File: src/rtl/fb_pkg.sv
// Shared definitions for the framebuffer window reader.
//   ZOOM_X1/X2/X4 : encodings of the zoom input (3 is reserved and behaves as x1)
//   COORD_W       : width of raster coordinates and window offsets
//   zoom_shift()  : maps a zoom code to log2 of the zoom factor
package fb_pkg;

    localparam int COORD_W = 10;

    localparam logic [1:0] ZOOM_X1 = 2'd0;
    localparam logic [1:0] ZOOM_X2 = 2'd1;
    localparam logic [1:0] ZOOM_X4 = 2'd2;

    function automatic logic [1:0] zoom_shift(input logic [1:0] zoom);
        case (zoom)
            ZOOM_X2: zoom_shift = 2'd1;
            ZOOM_X4: zoom_shift = 2'd2;
            default: zoom_shift = 2'd0;
        endcase
    endfunction

endpackage

File: src/rtl/fb_delay_line.sv
// Fixed-depth shift register that carries per-pixel flags alongside the
// framebuffer read so they meet rd_data in the same cycle.
//   clk     : pixel clock
//   reset_n : asynchronous active-low reset, clears every stage
//   din     : flags entering the line
//   dout    : flags delayed by DEPTH cycles
module fb_delay_line
    import fb_pkg::*;
#(
    parameter int DEPTH = 2,
    parameter int WIDTH = 1
) (
    input  logic             clk,
    input  logic             reset_n,
    input  logic [WIDTH-1:0] din,
    output logic [WIDTH-1:0] dout
);

    logic [WIDTH-1:0] stage [DEPTH];

    always_ff @(posedge clk or negedge reset_n) begin
        if (!reset_n) begin
            for (int i = 0; i < DEPTH; i++) stage[i] <= '0;
        end else begin
            stage[0] <= din;
            for (int i = 1; i < DEPTH; i++) stage[i] <= stage[i-1];
        end
    end

    assign dout = stage[DEPTH-1];

endmodule

File: src/rtl/fb_window_reader.sv
// Framebuffer read front-end: converts raster coordinates into read addresses
// for a positioned, integer-zoomed image window and returns the pixel colour
// (or background) RAM_LAT+2 cycles later. Addresses are built incrementally
// from a per-row base, so no multiplier is needed.
//   clk         : pixel clock
//   reset_n     : asynchronous active-low reset
//   pix_valid   : next_x/next_y is a requested pixel this cycle
//   next_x/y    : raster column / row
//   zoom        : 0 x1, 1 x2, 2 x4, 3 treated as x1
//   x_off/y_off : window top-left corner in screen pixels
//   rd_addr     : framebuffer read address (0 outside the window)
//   rd_data     : framebuffer read data, RAM_LAT cycles after rd_addr
//   color_out   : pixel colour, qualified by color_valid
//   frame_start : one-cycle pulse the cycle after (0,0) is accepted
// Build option: define FB_BORDER_EN to paint a 1-pixel BORDER_COLOR frame
// around the window.
module fb_window_reader
    import fb_pkg::*;
#(
    parameter int IMG_W   = 320,
    parameter int IMG_H   = 240,
    parameter int SCR_W   = 640,
    parameter int SCR_H   = 480,
    parameter int ADDR_W  = 19,
    parameter int PIX_W   = 8,
    parameter int RAM_LAT = 1,
    parameter logic [PIX_W-1:0] BG_COLOR     = '0,
    parameter logic [PIX_W-1:0] BORDER_COLOR = '1
) (
    input  logic               clk,
    input  logic               reset_n,
    input  logic               pix_valid,
    input  logic [COORD_W-1:0] next_x,
    input  logic [COORD_W-1:0] next_y,
    input  logic [1:0]         zoom,
    input  logic [COORD_W-1:0] x_off,
    input  logic [COORD_W-1:0] y_off,
    output logic [ADDR_W-1:0]  rd_addr,
    input  logic [PIX_W-1:0]   rd_data,
    output logic [PIX_W-1:0]   color_out,
    output logic               color_valid,
    output logic               frame_start
);

    // Two spare bits so offset + zoomed extent never wraps.
    localparam int CW = COORD_W + 2;

`ifdef FB_BORDER_EN
    localparam int FLAG_W = 3;
`else
    localparam int FLAG_W = 2;
`endif

    logic [COORD_W-1:0] sh_x_off, sh_y_off;
    logic [1:0]         sh_zoom;
    logic [ADDR_W-1:0]  line_base, lb_next, addr_next;
    logic [1:0]         sub, sub_next, sub_max;

    logic               accept, fs;
    logic [COORD_W-1:0] eff_x_off, eff_y_off;
    logic [1:0]         eff_zoom, zs;
    logic [CW-1:0]      x_c, y_c, xo, yo, x_end, y_end, x_rel;
    logic               in_x, in_y, in_win, border;

    logic [FLAG_W-1:0]  flags_in, flags_out;

    assign accept = pix_valid && ({2'b00, next_x} < CW'(SCR_W))
                              && ({2'b00, next_y} < CW'(SCR_H));
    assign fs     = accept && (next_x == '0) && (next_y == '0);

    // The frame-start pixel itself must already use the freshly latched values.
    assign eff_x_off = fs ? x_off : sh_x_off;
    assign eff_y_off = fs ? y_off : sh_y_off;
    assign eff_zoom  = fs ? zoom  : sh_zoom;
    assign zs        = zoom_shift(eff_zoom);
    assign sub_max   = 2'((3'd1 << zs) - 3'd1);

    assign x_c   = CW'(next_x);
    assign y_c   = CW'(next_y);
    assign xo    = CW'(eff_x_off);
    assign yo    = CW'(eff_y_off);
    assign x_end = xo + (CW'(IMG_W) << zs);
    assign y_end = yo + (CW'(IMG_H) << zs);

    assign in_x   = (x_c >= xo) && (x_c < x_end);
    assign in_y   = (y_c >= yo) && (y_c < y_end);
    assign in_win = accept && in_x && in_y;

    // Row tracking happens on column 0 regardless of horizontal clipping, so
    // line_base stays correct even when the window starts right of x=0.
    always_comb begin
        lb_next  = line_base;
        sub_next = sub;
        if (accept && (next_x == '0)) begin
            if (y_c == yo) begin
                lb_next  = '0;
                sub_next = '0;
            end else if (in_y) begin
                if (sub >= sub_max) begin
                    sub_next = '0;
                    lb_next  = line_base + ADDR_W'(IMG_W);
                end else begin
                    sub_next = sub + 2'd1;
                end
            end
        end
    end

    assign x_rel     = (x_c - xo) >> zs;
    assign addr_next = lb_next + ADDR_W'(x_rel);

`ifdef FB_BORDER_EN
    logic ext_x, ext_y;
    // x+1 >= xo avoids underflow of xo-1 when the window touches the left edge.
    assign ext_x    = (x_c + CW'(1) >= xo) && (x_c <= x_end);
    assign ext_y    = (y_c + CW'(1) >= yo) && (y_c <= y_end);
    assign border   = accept && ext_x && ext_y && !(in_x && in_y);
    assign flags_in = {border, in_win, accept};
`else
    logic [PIX_W-1:0] unused_border_color;
    assign unused_border_color = BORDER_COLOR;
    assign border   = 1'b0;
    assign flags_in = {in_win, accept};
`endif

    always_ff @(posedge clk or negedge reset_n) begin
        if (!reset_n) begin
            sh_x_off    <= COORD_W'((SCR_W - IMG_W) / 2);
            sh_y_off    <= COORD_W'((SCR_H - IMG_H) / 2);
            sh_zoom     <= ZOOM_X1;
            line_base   <= '0;
            sub         <= '0;
            rd_addr     <= '0;
            frame_start <= 1'b0;
        end else begin
            if (fs) begin
                sh_x_off <= x_off;
                sh_y_off <= y_off;
                sh_zoom  <= zoom;
            end
            line_base   <= lb_next;
            sub         <= sub_next;
            rd_addr     <= in_win ? addr_next : '0;
            frame_start <= fs;
        end
    end

    fb_delay_line #(
        .DEPTH (RAM_LAT + 1),
        .WIDTH (FLAG_W)
    ) u_flags (
        .clk     (clk),
        .reset_n (reset_n),
        .din     (flags_in),
        .dout    (flags_out)
    );

    always_ff @(posedge clk or negedge reset_n) begin
        if (!reset_n) begin
            color_out   <= '0;
            color_valid <= 1'b0;
        end else begin
            color_valid <= flags_out[0];
`ifdef FB_BORDER_EN
            color_out   <= flags_out[1] ? rd_data :
                           flags_out[2] ? BORDER_COLOR : BG_COLOR;
`else
            color_out   <= flags_out[1] ? rd_data : BG_COLOR;
`endif
        end
    end

endmodule
File: config.mk
export PLATFORM = sky130hd
export DESIGN_NAME = fb_window_reader
export DESIGN_NICKNAME = d
export VERILOG_FILES = /design/src/rtl/fb_pkg.sv /design/src/rtl/fb_delay_line.sv /design/src/rtl/fb_window_reader.sv
export SDC_FILE = /design/constraint.sdc
export NUM_CORES = 1
export LEC_CHECK = 0
export BUFFER_PORTS_ARGS = -buffer_cell sky130_fd_sc_hd__buf_2
export CAP_MARGIN = 20
export CORE_ASPECT_RATIO = 1.2
export CORE_MARGIN = 2
export CORE_UTILIZATION = 58
export CTS_CLUSTER_DIAMETER = 100
export DETAILED_ROUTE_END_ITERATION = 10
export PLACE_DENSITY = 0.84
export SYNTH_ARGS = -nofsm -noshare
export SYNTH_HDL_FRONTEND = slang
export SYNTH_HIERARCHICAL = 1
export SYNTH_SLANG_ARGS = --single-unit
File: constraint.sdc
create_clock -name clk -period 5.7 [get_ports clk]
set_input_delay 0.57 -clock clk [delete_from_list [all_inputs] [get_ports clk]]
set_output_delay 0.57 -clock clk [all_outputs]
set_load 0.01 [all_outputs]
==> impl_metrics.csv <==
group,metric,value,unit
placement,routabilityCongestion,0.926,
critical_path,cp.depth,29,
critical_path,crit_type,"input pin to flip-flop",
cts,ctsHtreeMaxLevel,3,
floorplan,num_rows,38,
critical_path,crit_family,"simple AND/OR/NAND/NOR gates",
cells_and_area,finalNonFillerCells,843,
timing,finalMaxSlewViolations,0,
cells_and_area,areaGrowthSynthToFinish,32.2,%
floorplan,dieArea,10100,sq um
critical_path,critPathLaunchType,"input pin",
logic_synthesis,synth_cell_types,68,
critical_path,crit_arrival,6.06,ns
cts,insertion_delay,0.36,ns
pwr,peakVddDrop,0.131,mV
cts,clk_path_buf_depth,2,
timing,fmax,0.173,GHz
job,maxCapViolCount,0,
pwr,p_leak,3.61,nW
hold_path,min_path_type,"input pin to asynchronous set/reset pin",
floorplan,pin_count,82,
cells_and_area,fin_util,79.0,%
timing,clock_skew,0.00603,ns
logic_synthesis,synth-async-reset-ratio,100,%
cts,cts_tree,"built",
critical_path,crit_required,5.96,ns
routing,firstDrtPassIters,5,
placement,dp_hpwl,10.2,mm
cells_and_area,drive_above_1_share,36.4,%
logic_synthesis,synth.avg_cell_area,9.65,sq um
logic_synthesis,synth_edf_count,0,
critical_path,crit_buf_inv,6,
timing,finalCriticalPeriod,5.79,ns
cells_and_area,antenna_cells,0,
timing,worst_slack,-0.0915,ns
cells_and_area,fill_cells,585,
logic_synthesis,syn_area,5390,sq um
global_routing,overflow,0,
global_routing,grt_first_pass_wirelength,22.9,mm
routing,totalWireLength,14.5,mm
logic_synthesis,syn-instance-count,559,
logic_synthesis,synth_area_leaders,"dfrtp_1, ha_1, mux2i_1, inv_1, a21oi_1",
timing,rsz0062_at_grt,"true",
timing,setup_viol,6,
global_routing,grt_usage,28.7,%
global_routing,grt_pass1_vias,4942,
logic_synthesis,yosys.area.top_type,"dfrtp_1",
logic_synthesis,synth.ff_latch_count,76,
timing,hold_viol,0,
logic_synthesis,yosys.area.top_type_share,32.5,%
floorplan,initial_core_util,59.7,%
timing,worst-slew-pin-transition,0.972,ns
routing,viasPerCell,5.88,
cells_and_area,mostFrequentLayoutCell,"buf_2",
floorplan,fp.dieH,110,um
cells_and_area,layout_common_cells,"buf_2, buf_4, dfrtp_1",
logic_synthesis,ys_seq_area_share,35.4,%
pwr,finalPower,1.19,mW
cells_and_area,nNetsFinal,834,
logic_synthesis,syn_nets,673,
logic_synthesis,synth_top_flop_cell,"dfrtp_1",
placement,port_buffers,81,
placement,dp.cells,811,
global_routing,grt_max_degree,77,
critical_path,reg2reg_depth,25,
critical_path,worstPathMaxFanout,5,
cts,cts-root-buf,"clkbuf_8",
routing,vias,4954,
run_status,status,"finished with violations",
floorplan,core,9030,sq um
global_routing,antenna_found_initial,0,
critical_path,crit_slowest_cell,"fa_2",
cts,ctsHoldBuffers,0,
floorplan,die_x,92.0,um
cts,clock-sinks,76,
cts,numCtsBuffers,9,
routing,drc,0,
run_status,failed_checks,"setup timing",
critical_path,crit_path_max_incr_delay,0.38,ns
critical_path,crit_top_cell,"ha_4",
routing,wl_per_cell,17.2,um
critical_path,crit_path_end_kind,"flip-flop",
routing,drt_iter0_drc,269,
pwr,power.density,167,nW/um^2
timing,fin_crit_sh,102,%
timing,maxSlewHeadroom,35.2,%
cts,clk_pin_slew_worst_paths,0.08,ns
routing,postRouteAntennaNets,0,
logic_synthesis,ys.warnings.count,6,
## worst paths after layout
| path | from | endpoint | slack (ns) |
|---|---|---|---|
| min | reset_n | sh_y_off[2] | 0.33 |
| max reg2reg | sh_zoom[0] | rd_addr[17] | 0.62 |
| max | next_x[5] | rd_addr[17] | -0.09 |
| min reg2reg | u_flags/dout[0] | color_valid | 0.35 |
| min in group clk | u_flags/dout[0] | color_valid | 0.35 |
| max in group asynchronous | reset_n | rd_addr[3] | 4.72 |
## final cells by class
class / count / area (sq um) / area share [%]
multi-input cells: 423 / 3590 / 50.4
flip-flops and latches: 76 / 1910 / 26.8
repair buffers: 163 / 1100 / 15.4
inverters: 47 / 181 / 2.54
well taps: 120 / 150 / 2.10
clock buffers: 9 / 124 / 1.74
clock inverters: 5 / 78.8 / 1.11
## routing by layer
layer / wire (um) / track usage, %
met5: 0 / 0
met4: 471 / 11.6
met3: 697 / 5.14
met2: 7880 / 54.6
met1: 5460 / 31.7
## synth_stat cells, drive strengths merged, types with 2 or more instances
cell type,instances
or4,2
xnor2,17
nand2,34
and4,2
o21bai,2
nand3,10
buf,7
o2111ai,2
nand4,8
nor2,45
and3,9
dfstp,6
xor2,11
o41ai,2
nor4,7
a21o,9
nand2b,7
or2,4
a2111oi,2
o211ai,8
a21oi,33
a41o,2
o31ai,8
clkbuf,6
nor3,8
ha,57
dfrtp,70
mux2,9
inv,47
o21ai,21
mux2i,29
or3,3
nand3b,2
nor2b,7
fa,4
o221ai,2
a31oi,4
a211oi,7
o21a,15
and2,20
## logic make-up (layout without fill, tap and decap cells)
family / count (synthesis) / count (layout) / share of synthesized area [%]
xor+xnor: 28 / 28 / 4.55
compound gates: 125 / 125 / 16.6
flops: 76 / 76 / 35.4
fa+ha+maj: 61 / 61 / 14.7
buf+inv: 60 / 224 / 4.36
simple gates: 171 / 171 / 16.9
mux: 38 / 38 / 7.47
## timing repair
item	4_1_cts	5_1_grt
pin swaps	5	39
buffers inserted	2	18
resized for setup	0	55
endpoints found under the setup margin	3	10
## per-stage QoR
step           hold WS (ns)  TNS (ns)  setup WS (ns)  cell area [sq um]
3_5_place_dp          0.336     -2.26         -0.320               6500
4_1_cts               0.353         0         0.0174               6720
3_3_place_gp          0.333    -0.559        -0.0955               6500
5_1_grt               0.372     -1.81         -0.300               7130
2_1_floorplan         0.274   -0.0674        -0.0459               5520
6_report              0.330    -0.354        -0.0915               7130
## state kept, by name, indices dropped and copies added (netlist names)
signal         flops
rd_addr           19
sh_y_off          10
sh_x_off          10
u_flags/dout       2
color_out          8
sub                2
color_valid        1
line_base         19
u_flags/stage      2
frame_start        1
sh_zoom            2
## worst register-to-register path: stages, from the launching register on
cell and delay (ns):
dfrtp_1 0.39, mux2_4 0.31, buf_12 0.14, ha_4 0.23
ha_4 0.17, fa_2 0.38, nor2_2 0.13, xor2_1 0.19
ha_1 0.26, o21a_1 0.19, o221ai_2 0.20, nor4_2 0.08
o21a_2 0.15, a211oi_4 0.28, buf_12 0.16, buf_4 0.12
nand3_1 0.10, xor2_1 0.18, nor2_2 0.21, ha_4 0.24
and2_4 0.15, buf_6 0.12, a211oi_4 0.26, buf_4 0.16
o211ai_1 0.09, o31ai_1 0.09
## where the power goes
part | internal [mW] | total (mW) | switching, mW
registers | 0.543 | 0.545 | 0.00200
clock network | 0.241 | 0.444 | 0.203
logic | 0.0932 | 0.202 | 0.109
total | 0.877 | 1.19 | 0.315
Note: power is estimated with default switching activity, not from simulation.
